`src/rtl/alu_bcd_seq.sv`:
```
// alu_bcd_seq: handshaked multi-cycle ALU with a registered result and sequential double-dabble BCD conversion
module alu_bcd_seq #(
  parameter int WIDTH = 8,
  parameter int DIGITS = 5
) (
  input  logic                  clk,
  input  logic                  rst,
  input  logic                  in_valid,
  output logic                  in_ready,
  input  logic [WIDTH-1:0]      A,
  input  logic [WIDTH-1:0]      B,
  input  logic                  CarryIN,
  input  logic [2:0]            opCodeA,
  output logic                  out_valid,
  input  logic                  out_ready,
  output logic [2*WIDTH-1:0]    result,
  output logic [4*DIGITS-1:0]   bcd,
  output logic                  negative,
  output logic                  CarryOUT,
  output logic                  overflow
);
  localparam int RW = 2*WIDTH;
  localparam int BW = 4*DIGITS;
  localparam int CW = $clog2(RW+1);
  typedef enum logic [1:0] {IDLE, EXEC, CONV, DONE} state_t;
  state_t state_q, state_d;
  logic [WIDTH-1:0] a_q, b_q;
  logic cin_q;
  logic [2:0] op_q;
  logic [RW-1:0] result_q, res_d, mul, bin_q;
  logic [BW-1:0] bcd_q, sh_q, adj;
  logic [BW+RW-1:0] shl;
  logic [CW-1:0] cnt_q;
  logic neg_q, co_q, ov_q, neg_d, co_d, ov_d, last;
  logic [WIDTH:0] sum, diff, mag;
  assign sum  = {1'b0, a_q} + {1'b0, b_q} + {{WIDTH{1'b0}}, cin_q};
  assign diff = {1'b0, a_q} - {1'b0, b_q} - {{WIDTH{1'b0}}, cin_q};
  assign mag  = {1'b0, b_q} + {{WIDTH{1'b0}}, cin_q} - {1'b0, a_q};
  assign mul  = {{WIDTH{1'b0}}, a_q} * {{WIDTH{1'b0}}, b_q};
  assign last = cnt_q == CW'(RW-1);
  always_comb begin
    res_d = op_q == 3'd0 ? {{(WIDTH-1){1'b0}}, sum} :
            op_q == 3'd1 ? (diff[WIDTH] ? {{(WIDTH-1){1'b0}}, mag} : {{WIDTH{1'b0}}, diff[WIDTH-1:0]}) :
            op_q == 3'd2 ? mul :
            op_q == 3'd3 ? {{WIDTH{1'b0}}, a_q & b_q} :
            op_q == 3'd4 ? {{WIDTH{1'b0}}, a_q | b_q} :
            op_q == 3'd5 ? {{WIDTH{1'b0}}, a_q ^ b_q} :
            op_q == 3'd6 ? {{WIDTH{1'b0}}, ~a_q} : {{WIDTH{1'b0}}, a_q};
    neg_d = op_q == 3'd1 && diff[WIDTH];
    co_d  = op_q == 3'd0 ? sum[WIDTH] : op_q == 3'd1 ? diff[WIDTH] : 1'b0;
    ov_d  = op_q == 3'd0 ? (a_q[WIDTH-1] == b_q[WIDTH-1] && sum[WIDTH-1] != a_q[WIDTH-1]) :
            op_q == 3'd1 ? (a_q[WIDTH-1] != b_q[WIDTH-1] && diff[WIDTH-1] != a_q[WIDTH-1]) : 1'b0;
    state_d = state_q == IDLE ? (in_valid ? EXEC : IDLE) :
              state_q == EXEC ? CONV :
              state_q == CONV ? (last ? DONE : CONV) :
              (out_ready ? IDLE : DONE);
  end
  // double-dabble step: add 3 to every digit >= 5, then shift the next binary MSB in
  always_comb begin
    adj = sh_q;
    for (int i = 0; i < DIGITS; i++)
      if (sh_q[4*i +: 4] >= 4'd5) adj[4*i +: 4] = sh_q[4*i +: 4] + 4'd3;
  end
  assign shl = {adj, bin_q} << 1;
  always_ff @(posedge clk) begin
    if (rst) begin
      state_q  <= IDLE;
      a_q      <= '0;
      b_q      <= '0;
      cin_q    <= 1'b0;
      op_q     <= '0;
      result_q <= '0;
      neg_q    <= 1'b0;
      co_q     <= 1'b0;
      ov_q     <= 1'b0;
      sh_q     <= '0;
      bin_q    <= '0;
      bcd_q    <= '0;
      cnt_q    <= '0;
    end else begin
      state_q <= state_d;
      if (state_q == IDLE && in_valid) begin
        a_q   <= A;
        b_q   <= B;
        cin_q <= CarryIN;
        op_q  <= opCodeA;
      end
      if (state_q == EXEC) begin
        result_q <= res_d;
        neg_q    <= neg_d;
        co_q     <= co_d;
        ov_q     <= ov_d;
        sh_q     <= '0;
        bin_q    <= res_d;
        cnt_q    <= '0;
      end
      if (state_q == CONV) begin
        sh_q  <= shl[BW+RW-1 -: BW];
        bin_q <= shl[RW-1:0];
        cnt_q <= cnt_q + CW'(1);
        if (last) bcd_q <= shl[BW+RW-1 -: BW];
      end
    end
  end
  assign in_ready  = state_q == IDLE;
  assign out_valid = state_q == DONE;
  assign result    = result_q;
  assign bcd       = bcd_q;
  assign negative  = neg_q;
  assign CarryOUT  = co_q;
  assign overflow  = ov_q;
endmodule

```
`config.mk`:
```
export PLATFORM = sky130hd
export DESIGN_NAME = alu_bcd_seq
export DESIGN_NICKNAME = d
export VERILOG_FILES = /design/src/rtl/alu_bcd_seq.sv
export SDC_FILE = /design/constraint.sdc
export NUM_CORES = 1
export LEC_CHECK = 0
export BUFFER_PORTS_ARGS = -buffer_cell sky130_fd_sc_hd__buf_2
export CORE_MARGIN = 1
export CORE_UTILIZATION = 50
export DETAILED_ROUTE_END_ITERATION = 10
export PLACE_DENSITY = 0.68
export SLEW_MARGIN = 20
export SYNTH_ARGS = -nofsm -noshare
export SYNTH_HDL_FRONTEND = slang
export SYNTH_SLANG_ARGS = --single-unit
export TNS_END_PERCENT = 10
```
`constraint.sdc`:
```
create_clock -name clk -period 9.15 [get_ports clk]
set_input_delay 0 -clock clk [delete_from_list [all_inputs] [get_ports clk]]
set_output_delay 0 -clock clk [all_outputs]
set_load 0.02 [all_outputs]
```
==> reports/results.ini <==
[run_status]
status=finished clean

[routing]
wl_per_cell_um=16.2
first_pass_iters=5
drcViolationCount=0
final_antenna_net_count=0
wirelength_um=21700
num_vias=7564
drt-initial-drc-count=500
vias_per_cell=5.64

[synthesis]
ys_ff_latch=102
synth.distinct_cells=63
yosysSeqAreaShare_pct=24.3
netlist_area_um2=8390
synth_top_flop_cell=dfxtp_1
synthCells=1061
synth_nets=1219
synth_edf_count=0
async_flop_share_pct=0
yosysWarnings=0
syn_avg_cell_area_um2=7.91

[clock_network]
clkTransAtPathRegs_ps=90
clk_latency_ps=370
tritoncts=yes
cts_buffer_depth=2
cts_setup_buffers=0
root_buffer=clkbuf_16
cts_made_buffers=9
h-tree-depth=3
cts.sinks=102

[die]
num_io_pins=65
die_area_um2=17300
dieWidth_um=132
rows=46
die_h_um=132
start_util_pct=52.0
design.core.area_um2=16100

[timing]
fin_crit_sh_pct=54.3
rsz0062_at_grt=false
worst_pin_slew_ps=976
skew_ps=14.1
setup_viol=0
hold_viol=0
max_clock_freq_ghz=0.201
slew_violations=0
max_slew_margin_pct=34.9
min_period_ps=4970
tns_ps=0

[setup_path]
critPathMaxStageDelay_ps=570
worst_ep_arrival_time_ps=5240
crit_path_top_delay_cell=dfxtp_1
cp_max_fo=10
crit_chain=clkinv_1 -> nor2_1 -> fa_1 -> fa_1 -> fa_1 -> inv_1 -> fa_1 -> inv_1 -> ha_1 -> a21o_1 -> nand3_1 -> a21oi_1 -> a211o_1 -> a21oi_1 -> xnor2_1 -> o41ai_1
start_kind=flip-flop
cpMostUsedCell=fa_1
cp.required_ps=9420
criticalPathCategory=reg -> reg
endpoint_kind=flip-flop

[final_layout]
nFillCells=1553
drive_gt1_share_pct=9.51
fin_nets=1278
syn_to_final_growth_pct=11.9
diodes=0

[grt]
grt_max_degree=87
track_usage_pct=26.0
grt_pass1_wl_um=36400
grt_pass1_vias=7078
grt-ovfl-total=0
antenna_found_initial=0

[power_and_ir_drop]
ir_drop_v=0.0000944
power_mw=1.28
p_per_area_nw_per_um2=137
leakagePower_nw=4.08

[place]
gp_congestion=0.889
portBuffers=64
dp_hpwl_um=15700

[min_path]
hold_class=in -> reg

[flow_run]
max-cap-violations=0

layout make-up:
| class | instances | area [um2] | area share (%) |
|---|---|---|---|
| clock buffer | 9 | 225 | 2.40 |
| sequential | 102 | 2040 | 21.8 |
| tap | 216 | 270 | 2.88 |
| inverter | 114 | 428 | 4.56 |
| timing repair buffer | 92 | 583 | 6.21 |
| clock inverter | 7 | 86.3 | 0.920 |
| multi-input combinational | 801 | 5750 | 61.3 |
state kept, by name, summed over array words and instances, names as in the netlist, 2 cells and up:
name	count
result	16
op_q	3
a_q	8
bin_q	16
b_q	8
sh_q	20
state_q	2
cnt_q	5
bcd	20
metal layers:
metal / GRT usage [%] / wire length (um)
met4: 6.98 / 281
met2: 40.2 / 9500
met5: 0 / 0
met3: 3.05 / 1040
met1: 38.0 / 10900
worst max-delay path: cells and delay by family (launching register included):
family,cells,cell delay (ps)
flip-flops,1,570
adder cells (fa/ha/maj),5,2310
XOR/XNOR,1,100
AND/OR/NAND/NOR,2,370
buffers and inverters,3,510
AO/OA/AOI/OAI,5,1030
timing repair:
item | in CTS | in global routing
hold buffers | 21 | 0
hold endpoints to repair | 22 | 0
resized for setup | 0 | 0
metrics by stage:
stage	instances	utilization (%)	cell area (um2)	setup slack, ps	hold WS (ps)
5_1_grt	1341	58.2	9390	3820	370
3_3_place_gp	1304	55.0	8860	4320	243
4_1_cts	1341	58.2	9380	4190	347
2_1_floorplan	1061	-	8390	4630	136
6_report	1341	58.2	9390	4180	323
3_5_place_dp	1304	55.0	8860	4230	246
kinds of logic after synthesis:
logic type / count (synthesis) / share of synthesized area, %
adder cells (fa/ha/maj): 134 / 23.7
multiplexers: 21 / 2.76
AO/OA/AOI/OAI: 268 / 20.8
AND/OR/NAND/NOR: 353 / 18.6
flip-flops: 102 / 24.3
buffers and inverters: 158 / 7.19
XOR/XNOR: 25 / 2.61
synthesized netlist by cell type, types with 10 or more instances:
cell type / number / area (um2)
a211oi_1: 17 / 128
clkbuf_1: 34 / 128
and2_1: 15 / 93.8
mux2i_1: 13 / 130
inv_1: 107 / 402
fa_1: 41 / 821
xnor2_1: 17 / 149
o21a_1: 10 / 75.1
nand3_1: 17 / 85.1
nor3_1: 14 / 70.1
o22ai_1: 14 / 87.6
dfxtp_1: 102 / 2040
a21oi_1: 92 / 460
nor3b_1: 11 / 82.6
o21ai_0: 42 / 210
nand2_1: 128 / 480
nand2b_1: 17 / 106
ha_1: 93 / 1160
nor2_1: 123 / 462
a21o_1: 10 / 75.1
worst paths after layout:
kind	from	to	slack (ps)	depth (start not counted)
hold reg to reg	bcd[0]	bcd[0]	450	2
setup / recovery	a_q[1]	bin_q[15]	4180	16
hold / removal	rst	sh_q[5]	320	3
setup reg to reg	a_q[1]	bin_q[15]	4180	16
report_power, final:
part	switching, mW	internal [mW]	total [mW]
registers	0.0213	0.465	0.486
logic	0.243	0.149	0.392
clock network	0.210	0.197	0.407
total	0.474	0.811	1.28
layout by cell type (no fill, tap or decap), drive strengths merged, types with 21 or more instances in the layout:
master / n
a21oi: 92
buf: 71
dfxtp: 102
dlygate4sd3: 21
fa: 41
ha: 93
inv: 111
nand2: 128
nor2: 123
o21ai: 42
Note: power is estimated with default switching activity, not from simulation.
